### config.mk
export PLATFORM = sky130hd
export DESIGN_NAME = scroll_scheduler
export DESIGN_NICKNAME = d
export VERILOG_FILES = /design/src/rtl/scroll_scheduler.sv
export SDC_FILE = /design/constraint.sdc
export NUM_CORES = 1
export LEC_CHECK = 0
export BUFFER_PORTS_ARGS = -buffer_cell sky130_fd_sc_hd__buf_4
export CORE_UTILIZATION = 43
export DETAILED_ROUTE_END_ITERATION = 12
export PLACE_DENSITY = 0.88
export SYNTH_ARGS = -nofsm -noshare
export SYNTH_HDL_FRONTEND = slang
export SYNTH_SLANG_ARGS = --single-unit
### constraint.sdc
create_clock -name clk -period 3.3 [get_ports clk]
set_clock_uncertainty 0.1 [all_clocks]
set_input_delay 0.66 -clock clk [delete_from_list [all_inputs] [get_ports clk]]
set_output_delay 0.66 -clock clk [all_outputs]
set_load 0.03 [all_outputs]
### src/rtl/scroll_scheduler.sv
// -----------------------------------------------------------------------------
// scroll_scheduler
//
// Purpose:
//   Two independent engines driven by the end-of-frame pulse:
//   * Scroll logic: a doodle landing high enough (move_collision on
//     frame_tick) starts a world scroll that lasts FRAMES_PER_SCROLL frames.
//     Each scrolling frame produces one shift_en pulse for the platform
//     datapath. Collisions during a scroll are ignored.
//   * Recycle FSM (IDLE/SCAN/WAIT_RND/ISSUE): once per frame it scans the
//     platform row groups. Each group that has fallen to EARTH or below is
//     re-issued with a fresh activation pattern taken from the LFSR, over a
//     valid/ready handshake.
//
// Optional feature (macro SCROLL_STATS_EN):
//   When defined, adds output scroll_count. This is a 16-bit saturating count
//   of scroll triggers. When undefined, the port and the counter are absent.
//
// Ports:
//   clk            in   system clock, all state on the rising edge
//   rst            in   asynchronous active-low reset
//   frame_tick     in   one-cycle pulse at the end of each frame
//   move_collision in   scroll request, only looked at on frame_tick
//   group_y        in   GROUPS x signed 11-bit y of each group's first platform
//   rnd, rnd_valid in   LFSR pattern (15 bit) and its valid flag
//   shift_en       out  one-cycle pulse: datapath applies the world shift
//   scrolling      out  high while a scroll is in progress
//   recycle_valid  out  recycle request valid
//   recycle_ready  in   recycle request accepted
//   recycle_group  out  index of the group being recycled
//   recycle_mask   out  new activation pattern for that group (never zero)
//   overrun        out  sticky: a frame_tick arrived while the FSM was busy
//   scroll_count   out  (SCROLL_STATS_EN only) saturating trigger count
// -----------------------------------------------------------------------------
module scroll_scheduler #(
    parameter int FRAMES_PER_SCROLL = 16,
    parameter int GROUPS            = 6,
    parameter int EARTH             = 768
) (
    input  logic               clk,
    input  logic               rst,
    input  logic               frame_tick,
    input  logic               move_collision,
    input  logic signed [10:0] group_y [GROUPS],
    input  logic [14:0]        rnd,
    input  logic               rnd_valid,
    output logic               shift_en,
    output logic               scrolling,
    output logic               recycle_valid,
    input  logic               recycle_ready,
    output logic [2:0]         recycle_group,
    output logic [14:0]        recycle_mask,
    output logic               overrun
`ifdef SCROLL_STATS_EN
    ,
    output logic [15:0]        scroll_count
`endif
);

    // ---------------------------------------------------------------------
    // Scroll logic
    // ---------------------------------------------------------------------
    localparam int FW = $clog2(FRAMES_PER_SCROLL + 1);
    localparam logic [FW-1:0] FRAMES_LAST = FW'(FRAMES_PER_SCROLL - 1);

    logic [FW-1:0] frames_left;
    logic          trigger;

    // A new scroll may only start once the previous one has fully drained.
    assign trigger   = frame_tick && (frames_left == '0) && move_collision;
    assign scrolling = (frames_left != '0);

    // The triggering frame gives the first pulse. Loading FRAMES_PER_SCROLL-1
    // then yields exactly FRAMES_PER_SCROLL pulses in total.
    always_ff @(posedge clk or negedge rst) begin
        if (!rst) begin
            frames_left <= '0;
            shift_en    <= 1'b0;
        end else begin
            shift_en <= 1'b0;
            if (frame_tick) begin
                if (frames_left != '0) begin
                    frames_left <= frames_left - FW'(1);
                    shift_en    <= 1'b1;
                end else if (move_collision) begin
                    frames_left <= FRAMES_LAST;
                    shift_en    <= 1'b1;
                end
            end
        end
    end

`ifdef SCROLL_STATS_EN
    always_ff @(posedge clk or negedge rst) begin
        if (!rst) begin
            scroll_count <= 16'h0000;
        end else if (trigger && (scroll_count != 16'hFFFF)) begin
            scroll_count <= scroll_count + 16'h0001;
        end
    end
`else
    logic unused_trigger;
    assign unused_trigger = trigger;
`endif

    // ---------------------------------------------------------------------
    // Recycle FSM
    // ---------------------------------------------------------------------
    typedef enum logic [1:0] {IDLE, SCAN, WAIT_RND, ISSUE} state_t;

    localparam logic signed [10:0] EARTH_Y  = 11'(EARTH);
    localparam logic [2:0]         IDX_LAST = 3'(GROUPS - 1);

    state_t      state, state_next;
    logic [2:0]  idx, idx_next;
    logic        settle, settle_next;
    logic [2:0]  group_next;
    logic [14:0] mask_next;
    logic        overrun_next;

    // Pad the group inputs out to the full 3-bit index range. An idx value
    // beyond GROUPS-1 can then never select outside the array.
    logic signed [10:0] gy_pad [8];
    logic signed [10:0] gy_sel;

    for (genvar gi = 0; gi < 8; gi++) begin : g_pad
        if (gi < GROUPS) begin : g_live
            assign gy_pad[gi] = group_y[gi];
        end else begin : g_tie
            assign gy_pad[gi] = '0;
        end
    end

    assign gy_sel        = gy_pad[idx];
    assign recycle_valid = (state == ISSUE);

    always_ff @(posedge clk or negedge rst) begin
        if (!rst) begin
            state         <= IDLE;
            idx           <= 3'd0;
            settle        <= 1'b0;
            recycle_group <= 3'd0;
            recycle_mask  <= 15'h0000;
            overrun       <= 1'b0;
        end else begin
            state         <= state_next;
            idx           <= idx_next;
            settle        <= settle_next;
            recycle_group <= group_next;
            recycle_mask  <= mask_next;
            overrun       <= overrun_next;
        end
    end

    always_comb begin
        state_next   = state;
        idx_next     = idx;
        settle_next  = settle;
        group_next   = recycle_group;
        mask_next    = recycle_mask;
        overrun_next = overrun;

        // A tick that finds the FSM busy is lost for recycling. It still
        // reaches the scroll logic, which looks at frame_tick on its own.
        if (frame_tick && (state != IDLE)) begin
            overrun_next = 1'b1;
        end

        case (state)
            IDLE: begin
                if (frame_tick) begin
                    state_next  = SCAN;
                    idx_next    = 3'd0;
                    settle_next = 1'b1;
                end
            end
            SCAN: begin
                // One idle cycle on entry. shift_en lands the cycle after
                // frame_tick and the datapath updates y on the following
                // edge, so group_y is first compared two edges after the
                // tick.
                if (settle) begin
                    settle_next = 1'b0;
                end else if (gy_sel >= EARTH_Y) begin
                    state_next = WAIT_RND;
                    group_next = idx;
                end else if (idx == IDX_LAST) begin
                    state_next = IDLE;
                end else begin
                    idx_next = idx + 3'd1;
                end
            end
            WAIT_RND: begin
                if (rnd_valid) begin
                    // An all-zero pattern would leave the row empty, so
                    // force a single platform instead.
                    mask_next  = (rnd == 15'h0000) ? 15'h4000 : rnd;
                    state_next = ISSUE;
                end
            end
            ISSUE: begin
                if (recycle_ready) begin
                    if (idx == IDX_LAST) begin
                        state_next = IDLE;
                    end else begin
                        idx_next   = idx + 3'd1;
                        state_next = SCAN;
                    end
                end
            end
            default: state_next = IDLE;
        endcase
    end

endmodule

==> results.yml, run 1 <==
clock_tree:
  cts.clk_slew.worst_paths_ns: 0.06
  clock_latency_ns: 0.28
  root_buffer: "clkbuf_8"
  cts_max_level: 2
  cts_tree: "done"
  cts_resized: 0
  numCtsBuffers: 5
  clock_path_buffers: 2
  clkSinkCount: 31
  cts_hold_buf: 0
  postCtsSetupBuffers: 0
route:
  wl_per_cell_microns: 14.0
  drtAntennaViolNets: 0
  first_iter_violations: 52
  num_vias: 1708
  drc: 0
  viasPerCell: 5.24
  dr.pass1.iters: 4
  totalWireLength_mm: 4.55
sta:
  max_slew.worst_pin.slew_ns: 0.701
  finalHoldWorstSlack_ns: 0.197
  clock.fmax_mhz: 370
  period_share_pct: 81.8
  setup_viol: 0
  min_period_ns: 2.70
  tns_ns: 0
  drv_slew: 0
  grt_setup_unrepaired: "no"
  final_hold_viol_count: 0
  slew_headroom_pct: 53.1
synthesis:
  postSynthAreaPerCell_sq_um: 10.3
  postSynth.asyncResetShare_pct: 100
  synth-seq-cells: 31
  synth_area_sq_mm: 0.00174
  synth_top_area_share_pct: 44.7
  syn_nets: 260
  synth_ff_type: "dfrtp_1"
  ys_seq_area_share_pct: 44.7
  yosysWarnings: 0
  synth_area_leader_cell: "dfrtp_1"
  synth_edf_count: 0
  synthCells: 169
  synth_cell_types: 46
  synth.area.top_cells: "dfrtp_1, mux2_2, nor4_1, nor2_1, ha_1"
global_routing:
  track_usage_pct: 22.8
  grt_pass1_vias: 1675
  antenna_found_initial: 0
  overflow: 0
  grt_pass1_wl_mm: 7.39
  grt_max_degree: 32
critical_path:
  setup.worst_path.end_class: "flop"
  critPathKind: "flop to flop"
  r2r_start: "idx[2]$_DFFE_PN0P_"
  crit_fanout: 12
  arrival_ns: 2.75
  cp.required_ns: 3.35
  critPathLaunch: "idx[2]$_DFFE_PN0P_"
  critPathLaunchType: "flop"
pwr:
  ir_drop_mv: 0.535
  p_leak_nw: 1.27
  switching_share_pct: 42.6
  power.switching_mw: 0.958
  p_int_mw: 1.29
  fin_total_pwr_mw: 2.25
  comb_power_share_pct: 57.2
  clockPowerShare_pct: 11.5
  pwr_density_cell_mw_per_mm2: 845
  seq_power_share_pct: 31.3
floorplanning:
  dieHeight_microns: 65.6
  die_w_microns: 65.6
  core_area_sq_mm: 0.00377
  die_area_sq_mm: 0.00430
  start_util_pct: 46.1
  fp-row-count: 22
  ios: 109
run_status:
  outcome: "finished, final reports clean"
finish:
  layout-drive-gt1-share_pct: 47.8
  fill_cells: 303
  syn_to_final_growth_pct: 53.2
  fin_util_pct: 70.5
  stdcell_count: 326
  diodes: 0
  nets: 370
place:
  port_buffers: 108
  place_inst: 320
  place_hpwl_mm: 3.74
  routabilityCongestion: 0.805
flow_run:
  cap_violations: 0
worst_hold_path:
  min_path_type: "input pin to asynchronous set/reset pin"
through the flow:
stage               worst slack, ns  cell area (sq um)
global placement              0.487               2590
finish                        0.599               2660
detailed placement            0.448               2590
global route                  0.435               2660
CTS                           0.605               2660
floorplan                     0.556               1740
flip-flops by register name, indices dropped and copies added (netlist names), named ones only:
name / flops
frames_left: 5
overrun: 1
settle: 1
state: 1
recycle_group: 3
recycle_mask: 15
idx: 3
shift_en: 1
final timing paths:
path / to / slack, ns / cells after the start
max: recycle_group[0]$_DFFE_PN0P_ / 0.60 / 8
min: recycle_mask[4]$_DFFE_PN0P_ / 0.20 / 1
max reg2reg: recycle_group[0]$_DFFE_PN0P_ / 0.60 / 8
min reg2reg: overrun$_DFFE_PN0P_ / 0.38 / 1
max in group asynchronous: frames_left[4]$_DFFE_PN0P_ / 2.62 / 1
min in group clk: overrun$_DFFE_PN0P_ / 0.38 / 1
layout by cell type (no fill, tap or decap), drive strengths merged, types with 2 or more instances in the layout:
| master | n |
|---|---|
| mux2 | 17 |
| a211oi | 3 |
| nor2 | 16 |
| a41oi | 2 |
| nor3b | 2 |
| nor3 | 6 |
| o211ai | 2 |
| nand2b | 6 |
| xnor2 | 2 |
| buf | 109 |
| a22oi | 2 |
| nand3 | 5 |
| clkbuf | 6 |
| nor4 | 11 |
| mux2i | 4 |
| o21ai | 6 |
| nand2 | 9 |
| a21oi | 2 |
| nand4 | 2 |
| a21o | 2 |
| dfrtp | 31 |
| a31oi | 4 |
| inv | 8 |
| ha | 4 |
synth_stat cells (3+ instances only):
library cell,count
nand2_1,9
mux2i_1,4
dfrtp_1,31
inv_1,7
a211oi_1,3
clkbuf_1,3
mux2_1,3
nor2_1,16
o21ai_0,5
nor4_1,11
nand3_1,5
a31oi_1,4
nand2b_1,6
ha_1,4
mux2_2,14
nor3_1,6
cells by family after synthesis:
group	share of synthesized area, %
muxes	14.6
adders and majority gates	2.88
buffers and inverters	3.31
and+or+nand+nor	18.5
xor gates and xnor gates	1.95
DFF	44.7
AOI/OAI and AO/OA	14.0
worst max-delay path: stages (launching register included):
cell and delay [ns]:
dfrtp_1 0.62, inv_1 0.14, mux4_2 0.33, o21ai_0 0.17, ha_1 0.16, nor3b_1 0.22
and2_1 0.29, o211a_4 0.22, mux2_1 0.32
power by group through the flow:
| stage | registers [mW] | clock network [mW] | logic [mW] |
|---|---|---|---|
| floorplan | 0.878 | 0 | 0.706 |
| global placement | 0.699 | 0 | 1.27 |
| detailed placement | 0.710 | 0 | 1.29 |
| CTS | 0.704 | 0.265 | 1.29 |
| global route | 0.729 | 0.291 | 1.39 |
| finish | 0.703 | 0.260 | 1.29 |
layer usage:
metal	GRT usage (%)	share of wire, %	vias to the layer above
li1	-	-	848
met1	27.1	42	813
met2	39.9	53	40
met3	5.38	3.9	7
met4	7.88	1.1	0
met5	0	0	-
cell type report:
type | count | area [sq um] | area share (%)
Multi-Input combinational cell | 124 | 903 | 34.0
Timing Repair Buffer | 109 | 818 | 30.8
Sequential cell | 31 | 776 | 29.2
Clock buffer | 6 | 72.6 | 2.73
Tap cell | 48 | 60.1 | 2.26
Inverter | 8 | 30.0 | 1.13
No activity file was read; power rests on OpenSTA's default activity.
==> inputs of run 2 (changes only) <==
ABC_AREA = 1   (was not set)
CORE_UTILIZATION = 44   (was 43)
clock period = 2.69 ns   (was 3.3 ns; I/O delays follow)
==> results.yml, run 2 <==
synthesis:
  synth_area_leader_cell: "dfrtp_1"
  postSynthAreaPerCell_sq_um: 7.17
  synth_cell_types: 30
  synth_edf_count: 0
  yosysMostFrequentCell: "nand2_1"
  synth_ff_type: "dfrtp_1"
  synth-seq-cells: 31
  synth_commonest_cells: "nand2_1, dfrtp_1, nor2_1"
  ys_seq_area_share_pct: 41.8
  synth.area.top_cells: "dfrtp_1, nand2_1, nor2_1, inv_1, nand3_1"
  synth_top_area_share_pct: 41.8
  syn_nets: 350
  synth_area_sq_mm: 0.00186
  yosysWarnings: 0
  synthCells: 259
  postSynth.asyncResetShare_pct: 100
global_routing:
  overflow: 0
  grt_pass1_vias: 1862
  track_usage_pct: 22.8
  grt_pass1_wl_mm: 7.60
  grt_max_degree: 32
  antenna_found_initial: 0
clock_tree:
  cts_max_level: 2
  numCtsBuffers: 5
  clkSinkCount: 31
  cts_hold_buf: 0
  cts_resized: 0
  clock_path_buffers: 2
  root_buffer: "clkbuf_8"
  cts.clk_slew.worst_paths_ns: 0.06
  postCtsSetupBuffers: 0
  cts_tree: "done"
  clock_latency_ns: 0.28
pwr:
  ir_drop_mv: 0.614
  pwr_density_cell_mw_per_mm2: 1000
  p_leak_nw: 1.58
critical_path:
  critPathSlowestCell: "dfrtp_1"
  cp.required_ns: 2.76
  critPathLaunchType: "flop"
  max_stage_delay_ns: 0.54
  r2r_setup_slack_ns: 0.53
  setup.worst_path.end_class: "flop"
  critPathKind: "flop to flop"
  rr_worst_depth: 16
  worstReg2RegEnd: "idx[2]$_DFFE_PN0P_"
  crit_top_cell: "nand2_1"
  crit_fanout: 10
  cp_cell_sequence: "inv_2, nand3_2, nand2_1, nand2_1, nand2_1, nor2_1, inv_1, ha_1, nand3_1, nand2_1, inv_2, nand2_4, nand2_4, nand2_4, nand2_1, nand2_1"
  r2r_start: "idx[0]$_DFFE_PN0P_"
  arrival_ns: 2.24
worst_hold_path:
  min_path_type: "input pin to asynchronous set/reset pin"
route:
  wl_per_cell_microns: 11.6
  viasPerCell: 4.86
  drc: 0
  dr.pass1.iters: 4
  first_iter_violations: 59
  num_vias: 2054
  totalWireLength_mm: 4.90
  drtAntennaViolNets: 0
finish:
  diodes: 0
  largestRegisters: "recycle_mask (15), frames_left (5)"
  stdcell_count: 423
  nets: 464
  regMostFlops: "recycle_mask"
  largest_reg_flops: 15
  fin_area_sq_mm: 0.00282
  layout-drive-gt1-share_pct: 36.2
  syn_to_final_growth_pct: 51.5
  fin_util_pct: 69.9
  layout_common_cells: "buf_4, nand2_1, nor2_1, dfrtp_1, inv_1"
  final_common_cell: "buf_4"
run_status:
  outcome: "finished, final reports clean"
floorplanning:
  die_w_microns: 67.0
  ios: 109
  fp-row-count: 23
  start_util_pct: 46.1
  dieHeight_microns: 67.0
  die_area_sq_mm: 0.00449
  core_area_sq_mm: 0.00403
place:
  place_hpwl_mm: 3.93
  place_inst: 416
  routabilityCongestion: 0.757
  placed_area_sq_mm: 0.00273
  port_buffers: 108
sta:
  grt_setup_unrepaired: "no"
  min_period_ns: 2.16
  finalHoldWorstSlack_ns: 0.0796
  final_hold_viol_count: 0
  tns_ns: 0
  clock.fmax_mhz: 462
  slew_headroom_pct: 69.6
  period_share_pct: 80.4
  setup_viol: 0
  drv_slew: 0
  max_slew.worst_pin.slew_ns: 0.455
flow_run:
  cap_violations: 0
-- run 2: worst max path at each step --
stage / slack (ns) / end / depth (start not counted) / startpoint
after floorplan: 0.79 / idx[2]$_DFFE_PN0P_ / 15 / group_y[41]
after global placement: 0.58 / recycle_group[0]$_DFFE_PN0P_ / 16 / group_y[30]
after detailed placement: 0.53 / idx[2]$_DFFE_PN0P_ / 17 / group_y[30]
after CTS: 0.52 / idx[2]$_DFFE_PN0P_ / 17 / idx[0]$_DFFE_PN0P_
after global routing: 0.32 / idx[0]$_DFFE_PN0P_ / 17 / idx[0]$_DFFE_PN0P_
final: 0.53 / idx[2]$_DFFE_PN0P_ / 16 / idx[0]$_DFFE_PN0P_
-- run 2: kinds of logic (layout without fill, tap and decap cells) --
logic type,after synthesis,after routing,share of synthesized area (%)
AOI/OAI and AO/OA,21,21,6.94
buffers and inverters,38,152,8.08
and+or+nand+nor,163,163,39.6
DFF,31,31,41.8
xor gates and xnor gates,2,2,0.943
adders and majority gates,4,4,2.69
-- run 2: layer usage --
metal | vias up | share of wire [%] | global-route usage [%]
met5 | - | 0 | 0
met2 | 66 | 51 | 40.9
met4 | 0 | 0.98 | 5.32
met3 | 6 | 7.3 | 7.19
li1 | 1055 | - | -
met1 | 927 | 40 | 25.9
-- run 2: power breakdown --
part	internal [mW]	switching, mW
clock network	0.200	0.165
logic	0.619	1.02
registers	0.667	0.147
total	1.49	1.33
-- run 2: worst max-delay path: cells and delay by family, from the launching register on --
kind,cells,cell delay (ns)
AND/OR/NAND/NOR,12,0.85
flip-flops,1,0.54
adder cells (fa/ha/maj),1,0.29
buffers and inverters,3,0.27
-- run 2: per-stage QoR --
step / total power [mW] / worst slack (ns)
after detailed placement: 2.46 / 0.534
after global routing: 3.05 / 0.317
after floorplan: 1.94 / 0.786
after global placement: 2.40 / 0.580
final: 2.82 / 0.526
after CTS: 2.83 / 0.525
-- run 2: final cells by class --
class                      instances  area (sq um)
clock buffer                       6          82.6
clock inverter                     1          5.00
fill                             327          1210
inverter                          35           131
multi-input combinational        190           932
sequential                        31           776
tap                               50          62.6
timing repair buffer             110           826
